`src/rtl/cpu_pkg.sv`:
```
// Shared definitions for the CPU-side memory access path: FSM encoding and default bus widths.
package cpu_pkg;

    localparam int ADDR_W = 4;
    localparam int DATA_W = 8;
    localparam int CNT_W  = 8;

    typedef logic [2:0] state_t;

    localparam state_t ST_IDLE   = 3'd0;
    localparam state_t ST_SETUP  = 3'd1;
    localparam state_t ST_STROBE = 3'd2;
    localparam state_t ST_HOLD   = 3'd3;
    localparam state_t ST_RESP   = 3'd4;

endpackage

```
`src/rtl/mem_access_ctrl_if.sv`:
```
// CPU request/response handshakes plus the data-memory strobe bus, bundled for one controller.
// slave = controller view; master = CPU + memory view.
interface mem_access_ctrl_if #(
    parameter int ADDR_W = cpu_pkg::ADDR_W,
    parameter int DATA_W = cpu_pkg::DATA_W
);
    logic              req_valid;
    logic              req_ready;
    logic              req_we;
    logic [ADDR_W-1:0] req_addr;
    logic [DATA_W-1:0] req_wdata;

    logic              rsp_valid;
    logic              rsp_ready;
    logic              rsp_is_write;
    logic [DATA_W-1:0] rsp_rdata;

    logic              mem_rd;
    logic              mem_wr;
    logic [ADDR_W-1:0] mem_adress;
    logic [DATA_W-1:0] mem_inDataBus;
    logic [DATA_W-1:0] mem_outDataBus;

    modport slave (
        input  req_valid, req_we, req_addr, req_wdata, rsp_ready, mem_outDataBus,
        output req_ready, rsp_valid, rsp_is_write, rsp_rdata,
        output mem_rd, mem_wr, mem_adress, mem_inDataBus
    );

    modport master (
        output req_valid, req_we, req_addr, req_wdata, rsp_ready, mem_outDataBus,
        input  req_ready, rsp_valid, rsp_is_write, rsp_rdata,
        input  mem_rd, mem_wr, mem_adress, mem_inDataBus
    );

endinterface

```
`src/rtl/mem_access_ctrl_sat_counter.sv`:
```
// Saturating event counter: +1 per inc pulse, registered, sticks at all-ones.
// Latency 1 cycle; no backpressure.
module sat_counter #(
    parameter int W = 8
) (
    input  logic         clk,
    input  logic         rst_n,
    input  logic         inc,
    output logic [W-1:0] count
);

    always_ff @(posedge clk) begin
        if (!rst_n) begin
            count <= '0;
        end else if (inc && (count != {W{1'b1}})) begin
            count <= count + W'(1);
        end
    end

endmodule

```
`src/rtl/mem_access_ctrl.sv`:
```
// Sequences one load/store at a time onto the memory's level rd/wr strobes (SETUP/STROBE/HOLD).
// Response 4 cycles after acceptance; req_ready only in IDLE, RESP stalls while rsp_ready is low.
module mem_access_ctrl
    import cpu_pkg::*;
#(
    parameter int ADDR_W = cpu_pkg::ADDR_W,
    parameter int DATA_W = cpu_pkg::DATA_W,
    parameter int CNT_W  = cpu_pkg::CNT_W
) (
    input  logic             clk,
    input  logic             rst_n,
    mem_access_ctrl_if.slave bus,
    output logic [CNT_W-1:0] rd_count,
    output logic [CNT_W-1:0] wr_count
);

    state_t            state_q;
    state_t            state_d;
    logic              we_q;
    logic [ADDR_W-1:0] addr_q;
    logic [DATA_W-1:0] wdata_q;
    logic [DATA_W-1:0] rdata_q;
    logic              rd_inc;
    logic              wr_inc;

    always_ff @(posedge clk) begin
        if (!rst_n) begin
            state_q <= ST_IDLE;
        end else begin
            state_q <= state_d;
        end
    end

    always_comb begin
        state_d = state_q;
        case (state_q)
            ST_IDLE:   if (bus.req_valid) state_d = ST_SETUP;
            ST_SETUP:  state_d = ST_STROBE;
            ST_STROBE: state_d = ST_HOLD;
            ST_HOLD:   state_d = ST_RESP;
            ST_RESP:   if (bus.rsp_ready) state_d = ST_IDLE;
            default:   state_d = ST_IDLE;
        endcase
    end

    // Strobes decode from state plus the latched direction, so they can never glitch or overlap.
    always_comb begin
        bus.req_ready = 1'b0;
        bus.rsp_valid = 1'b0;
        bus.mem_rd    = 1'b0;
        bus.mem_wr    = 1'b0;
        rd_inc        = 1'b0;
        wr_inc        = 1'b0;
        case (state_q)
            ST_IDLE:   bus.req_ready = 1'b1;
            ST_STROBE: begin
                bus.mem_rd = !we_q;
                bus.mem_wr = we_q;
            end
            ST_HOLD:   begin
                rd_inc = !we_q;
                wr_inc = we_q;
            end
            ST_RESP:   bus.rsp_valid = 1'b1;
            default:   ;
        endcase
    end

    // Address/data only move on acceptance, so they stay stable around the strobe and through IDLE.
    always_ff @(posedge clk) begin
        if (!rst_n) begin
            we_q    <= 1'b0;
            addr_q  <= '0;
            wdata_q <= '0;
            rdata_q <= '0;
        end else begin
            if ((state_q == ST_IDLE) && bus.req_valid) begin
                we_q    <= bus.req_we;
                addr_q  <= bus.req_addr;
                wdata_q <= bus.req_wdata;
            end
            if ((state_q == ST_HOLD) && !we_q) begin
                rdata_q <= bus.mem_outDataBus;
            end
        end
    end

    assign bus.mem_adress    = addr_q;
    assign bus.mem_inDataBus = wdata_q;
    assign bus.rsp_rdata     = rdata_q;
    assign bus.rsp_is_write  = we_q;

    sat_counter #(.W(CNT_W)) u_rd_cnt (
        .clk   (clk),
        .rst_n (rst_n),
        .inc   (rd_inc),
        .count (rd_count)
    );

    sat_counter #(.W(CNT_W)) u_wr_cnt (
        .clk   (clk),
        .rst_n (rst_n),
        .inc   (wr_inc),
        .count (wr_count)
    );

endmodule

```
`src/flat_wrapper.sv`:
```
// flat-port wrapper written by rule: the top's interface ports become plain ports
module mem_access_ctrl_flat import cpu_pkg::*;
#(
    parameter int ADDR_W = cpu_pkg::ADDR_W,
    parameter int DATA_W = cpu_pkg::DATA_W,
    parameter int CNT_W  = cpu_pkg::CNT_W
)
  (clk, rst_n, rd_count, wr_count, bus_req_valid, bus_req_we, bus_req_addr, bus_req_wdata, bus_rsp_ready, bus_mem_outDataBus, bus_req_ready, bus_rsp_valid, bus_rsp_is_write, bus_rsp_rdata, bus_mem_rd, bus_mem_wr, bus_mem_adress, bus_mem_inDataBus);
  mem_access_ctrl_if #(.ADDR_W(ADDR_W), .DATA_W(DATA_W)) bus_i ();
  input  logic clk;
  input  logic rst_n;
  output logic [CNT_W-1:0] rd_count;
  output logic [CNT_W-1:0] wr_count;
  input wire logic [$bits(bus_i.req_valid)-1:0] bus_req_valid;
  input wire logic [$bits(bus_i.req_we)-1:0] bus_req_we;
  input wire logic [$bits(bus_i.req_addr)-1:0] bus_req_addr;
  input wire logic [$bits(bus_i.req_wdata)-1:0] bus_req_wdata;
  input wire logic [$bits(bus_i.rsp_ready)-1:0] bus_rsp_ready;
  input wire logic [$bits(bus_i.mem_outDataBus)-1:0] bus_mem_outDataBus;
  output wire logic [$bits(bus_i.req_ready)-1:0] bus_req_ready;
  output wire logic [$bits(bus_i.rsp_valid)-1:0] bus_rsp_valid;
  output wire logic [$bits(bus_i.rsp_is_write)-1:0] bus_rsp_is_write;
  output wire logic [$bits(bus_i.rsp_rdata)-1:0] bus_rsp_rdata;
  output wire logic [$bits(bus_i.mem_rd)-1:0] bus_mem_rd;
  output wire logic [$bits(bus_i.mem_wr)-1:0] bus_mem_wr;
  output wire logic [$bits(bus_i.mem_adress)-1:0] bus_mem_adress;
  output wire logic [$bits(bus_i.mem_inDataBus)-1:0] bus_mem_inDataBus;
  assign bus_i.req_valid = bus_req_valid;
  assign bus_i.req_we = bus_req_we;
  assign bus_i.req_addr = bus_req_addr;
  assign bus_i.req_wdata = bus_req_wdata;
  assign bus_i.rsp_ready = bus_rsp_ready;
  assign bus_i.mem_outDataBus = bus_mem_outDataBus;
  assign bus_req_ready = bus_i.req_ready;
  assign bus_rsp_valid = bus_i.rsp_valid;
  assign bus_rsp_is_write = bus_i.rsp_is_write;
  assign bus_rsp_rdata = bus_i.rsp_rdata;
  assign bus_mem_rd = bus_i.mem_rd;
  assign bus_mem_wr = bus_i.mem_wr;
  assign bus_mem_adress = bus_i.mem_adress;
  assign bus_mem_inDataBus = bus_i.mem_inDataBus;
  mem_access_ctrl #(.ADDR_W(ADDR_W), .DATA_W(DATA_W), .CNT_W(CNT_W)) u_core (.clk(clk), .rst_n(rst_n), .bus(bus_i), .rd_count(rd_count), .wr_count(wr_count));
endmodule
```
`config.mk`:
```
export PLATFORM = sky130hd
export DESIGN_NAME = mem_access_ctrl_flat
export DESIGN_NICKNAME = d
export VERILOG_FILES = /design/src/rtl/cpu_pkg.sv /design/src/rtl/mem_access_ctrl_if.sv /design/src/rtl/mem_access_ctrl_sat_counter.sv /design/src/rtl/mem_access_ctrl.sv /design/src/flat_wrapper.sv
export SDC_FILE = /design/constraint.sdc
export NUM_CORES = 1
export LEC_CHECK = 0
export ABC_AREA = 1
export CORE_UTILIZATION = 44
export DETAILED_ROUTE_END_ITERATION = 10
export GPL_ROUTABILITY_DRIVEN = 1
export PLACE_DENSITY_LB_ADDON = 0.3
export REMOVE_ABC_BUFFERS = 1
export SYNTH_ARGS = -nofsm -noshare
export SYNTH_HDL_FRONTEND = slang
export SYNTH_SLANG_ARGS = --single-unit
export TNS_END_PERCENT = 1
```
`constraint.sdc`:
```
create_clock -name clk -period 1.64 [get_ports clk]
set_input_delay 0.492 -clock clk [delete_from_list [all_inputs] [get_ports clk]]
set_output_delay 0.492 -clock clk [all_outputs]
set_load 0.02 [all_outputs]
```
# Word-level counts from Yosys, hierarchy flattened
# Cells that the tools add are included.
totals:
  inputBits: 25
  regBits: 40
op_classes:
  eq_ne: 8
  addsub: 2
  n_reduce_logical: 7
  muxes: 9
ops:
  columns: ["op", "count"]
  rows:
  - ["$add A8 B1 Y8 const B", 2]
  - ["$ne A8 B8 Y1 const B", 2]
  - ["$pmux W3 S5", 1]
  - ["$eq A3 B2 Y1 const B", 2]
  - ["$mux W1", 6]
  - ["$mux W3", 2]
  - ["$logic_and A1 B1 Y1", 4]
  - ["$ne A2 B2 Y1 const B", 2]
  - ["$eq A3 B1 Y1 const B", 1]
  - ["$eq A3 B3 Y1 const B", 1]
  - ["$logic_not A3 Y1", 1]
  - ["$reduce_and A2 Y1", 1]
  - ["$logic_not A1 Y1", 1]

# Logic depth before layout (Yosys ltp)
logic_depth:
  depth_word: 3
  ltp_mapped: 9
  depth_no_buf: 9

# Modules after synthesis
# Synthesis repeated with hierarchy kept, for this count alone.
unflattened:
  cells_unflattened: 340
  hier_area_um2: 2165.8
by_module_without_submodules:
  columns: ["module", "area_each_um2", "seq_area_each_um2", "instances", "cells_per_inst"]
  rows:
  - ["mem_access_ctrl", 1172.4, 480.5, 1, 188]
  - ["sat_counter", 496.7, 160.2, 2, 76]

# Worst setup path after synthesis
# No wires, ideal clock.
synth_timing:
  kind: "reg2reg"
  startpoint: "reg u_core.u_rd_cnt.count[0]"
  endpoint: "reg u_core.u_rd_cnt.count[1]"
  t_required_ps: 1524
  n_path_buf: 0
  arrival_ps: 1341
  path_stages_with_launch: 9
  path_slack_ps: 184
  period_less_slack_ps: 1456
  cell_sequence: "dfxtp_1 ha_1 inv_1 nor2_1 nand2_2 nand2_2 inv_2 nor2_1 nor2_1"
synth_between:
  elab_chain_cells: 2
  word_cells_on_any_way: 3
synth_lines:
  columns: ["element", "line", "source"]
  rows:
  - ["start, declared", "mem_access_ctrl_sat_counter.sv:9", "output logic [W-1:0] count"]
  - ["start signal, assigned", "mem_access_ctrl_sat_counter.sv:16", "count <= count + W'(1);"]
  - ["branches (longest 2 deep; another with $add A8 B1 Y8)", null, null]
# Parallel ways; which one is timed is not known.
# A chain may end at the register's enable or synchronous reset.

# Final worst setup path
layout_timing:
  startpoint: "reg u_core.state_q[2]"
  endpoint: "out bus_mem_rd"
layout_between:
  elab_chain_cells: 2
layout_lines:
  columns: ["element", "line", "source"]
  rows:
  - ["start, declared", "mem_access_ctrl.sv:17", "state_t state_q;"]
  - ["start signal, assigned", "mem_access_ctrl.sv:30", "state_q <= state_d;"]
  - ["$eq A3 B2 Y1", "mem_access_ctrl.sv:54", "case (state_q)"]
  - ["$mux W1", "mem_access_ctrl.sv:54", null]
  - ["end, declared", "flat_wrapper.sv:24", "output wire logic [$bits(bus_i.mem_rd)-1:0] bus_mem_rd;"]
# Every way passes these cells.

==> flow_summary.ini <==
[outcome]
status = completed

[synth]
synth_simple_gate_area_frac = 0.345
synthFlopType = dfxtp_1
synth_area_per_cell_um2 = 6.97
syn_inst = 257
synth_xor_area_frac = 0.0147
synth_top_family_by_area = simple AND/OR/NAND/NOR gates
syn_area_um2 = 1790
async_flop_share = 0
synth_seq_cells = 40
synth_warnings = 0
ys_types = 20
synth_fa_ha_area_frac = 0.0140
synth_edf_count = 0
synth-compound-area-share = 0.0992
synth-seq-area-share = 0.447
muxShareOfSynthArea = 0

[global_route]
grt-ovfl-total = 0
grtUsageTotal = 0.220
grt_pass1_wl_um = 7360
grt_start_max_net_pins = 21
grt_pass1_vias = 1720
antenna_found_initial = 0

[worst_hold_path]
holdPathStages = 2
hp-class = flip-flop to flip-flop
hold_start = u_core.bus.mem_adress[2]$_SDFFE_PN0P_
min_delay_worst_endpoint = u_core.bus.mem_adress[2]$_SDFFE_PN0P_

[timing]
fin_crit_sh = 0.991
fin_worst_skew_ns = 0.00295
slew_headroom = 0.810
drv_slew = 0
fmax_mhz = 615
tightest_slew_ns = 0.285
fin_crit_ns = 1.63
setup_viol = 0
finalHoldViolCount = 0
rsz0062_at_grt = true

[power]
vdd_drop_max_mv = 0.578
cellPowerDensity_nw_per_um2 = 820
p_leak_nw = 1.26

[floorplan]
num_io_pins = 66
core_region_area_um2 = 3770
initial_core_util = 0.475
die_x_um = 65.8
dieArea_um2 = 4330
rows = 22
die_h_um = 65.8

[clock_network]
clk_latency_ns = 0.29
postCtsSetupRepairBufs = 0
cts_tree = done
clk_path_buf_depth = 2
clkSinkCount = 40
clk_pin_slew_worst_paths_ns = 0.08
cts_root_buffer = clkbuf_8
cts_buffers = 5
htree_levels = 2

[layout]
fin_nets = 365
num-fill-cells = 338
multi_input_area_um2 = 866
syn_to_final_growth_pct = 48.0
ff_latch_area_um2 = 801
final_core_util = 0.703
final_area_um2 = 2650
drive_gt1_frac = 0.136
n_antenna_cell = 0

[worst_setup_path]
path_max_fanout = 3
ff2ff_setup_slack_ns = 0.17
crit_arrival_ns = 1.13
start_kind = flip-flop
worstRegToRegCells = 7
worstSetupPathType = flip-flop to output pin
endpoint_kind = output pin
critPathRequiredTime_ns = 1.15
r2r_start = u_core.u_wr_cnt.count[1]$_SDFFE_PN0P_
r2r_end = u_core.u_wr_cnt.count[1]$_SDFFE_PN0P_

[route]
routed_wl_um = 4370
firstDrtPassIters = 4
vias = 1892
via_per_inst = 4.89
wire_per_inst_um = 11.3
drt.antenna.violating_nets = 0
drtIter0Drc = 94
drc = 0

[placement]
post_dp_cell_area_um2 = 2600
dp_hpwl_um = 3100
io_buffers = 65
routabilityCongestion = 0.778

[run]
maxCapViolCount = 0
==> state kept, by name (all words and copies together) (netlist names) <==
signal,cells
u_core.state_q,3
u_core.u_rd_cnt.count,8
u_core.bus.mem_inDataBus,8
u_core.bus.mem_adress,4
u_core.bus.rsp_rdata,8
u_core.bus.rsp_is_write,1
u_core.u_wr_cnt.count,8
==> layout by cell type, fill, tap and decap left out, drive strengths merged, types with 3 or more instances in the layout <==
| cell type | n |
|---|---|
| nand3 | 28 |
| clkdlybuf4s50 | 24 |
| nor2 | 51 |
| nor3 | 3 |
| o21ai | 12 |
| nand4 | 3 |
| dfxtp | 40 |
| dlygate4sd2 | 36 |
| nand2 | 58 |
| buf | 22 |
| a21oi | 22 |
| inv | 26 |
| clkbuf | 7 |
==> per-layer routing <==
| metal | vias to the layer above | share of wire | global-route usage |
|---|---|---|---|
| met3 | 9 | 0.050 | 0.0638 |
| met1 | 855 | 0.45 | 0.264 |
| met5 | - | 0 | 0 |
| met4 | 0 | 0.014 | 0.0788 |
| met2 | 52 | 0.48 | 0.369 |
| li1 | 976 | - | - |
==> worst max path at each step <==
stage,start,to,cells after the start
3_5_place_dp,u_core.state_q[0]$_SDFFE_PN0P_,bus_mem_wr,4
3_3_place_gp,u_core.state_q[0]$_SDFFE_PN0P_,bus_mem_rd,4
4_1_cts,u_core.state_q[0]$_SDFFE_PN0P_,bus_mem_wr,4
5_1_grt,u_core.state_q[2]$_SDFFE_PN0P_,bus_mem_wr,4
6_report,u_core.state_q[2]$_SDFFE_PN0P_,bus_mem_rd,4
2_1_floorplan,u_core.u_wr_cnt.count[1]$_SDFFE_PN0P_,u_core.u_wr_cnt.count[2]$_SDFFE_PN0P_,7
==> report_power, final <==
| part | leakage, nW | switching [mW] | internal, mW |
|---|---|---|---|
| Clock | 0.0510 | 0.343 | 0.336 |
| Combinational | 0.884 | 0.244 | 0.194 |
| Sequential | 0.325 | 0.0332 | 1.02 |
==> synthesized netlist by cell type, types with 2 or more instances <==
master	instances	area, um^2
nand2_2	4	25.0
nand4_1	3	18.8
a21oi_2	2	17.5
dfxtp_1	40	801
clkbuf_1	4	15.0
nand2_1	54	203
buf_2	4	20.0
ha_1	2	25.0
a21oi_1	20	100
o21ai_0	12	60.1
inv_1	24	90.1
inv_2	2	7.51
xor2_1	2	17.5
nor2_1	51	191
nor3_1	2	10.0
nand3_1	27	135
==> layout make-up <==
class	instances	share of cell area
well taps	48	0.0227
flip-flops and latches	40	0.302
clock inverters	2	0.00378
multi-input cells	182	0.327
repair buffers	83	0.277
clock buffers	6	0.0312
inverters	26	0.0368
==> stage by stage <==
stage	cells	setup slack [ns]	hold slack (ns)	setup TNS (ns)	power, mW
after floorplan	248	0.136	0.512	0	1.28
after global placement	379	-0.134	0.444	-0.402	1.54
after detailed placement	379	-0.164	0.446	-0.448	1.55
after CTS	387	0.0111	0.455	0	2.18
after global routing	387	-0.0674	0.470	-0.184	2.28
final	387	0.0143	0.454	0	2.17
==> worst max-delay path, stage by stage (launching register included) <==
cell and delay [ns]:
dfxtp_1 0.35, nor2_4 0.15, nand2_2 0.08, nor2_1 0.09, buf_2 0.16
==> cell families after synthesis <==
group / count (synthesis)
fa+ha+maj: 2
buf+inv: 35
xor+xnor: 3
compound gates: 34
simple gates: 143
flops: 40
==> what timing repair did <==
action / in CTS / in global routing
hold buffers: 0 / 0
gates resized for setup: 56 / 7
endpoints found under the hold margin: 0 / 0
endpoints found under the setup margin: 41 / 11
pin swaps: 0 / 2
(Power assumes the default switching activity.)
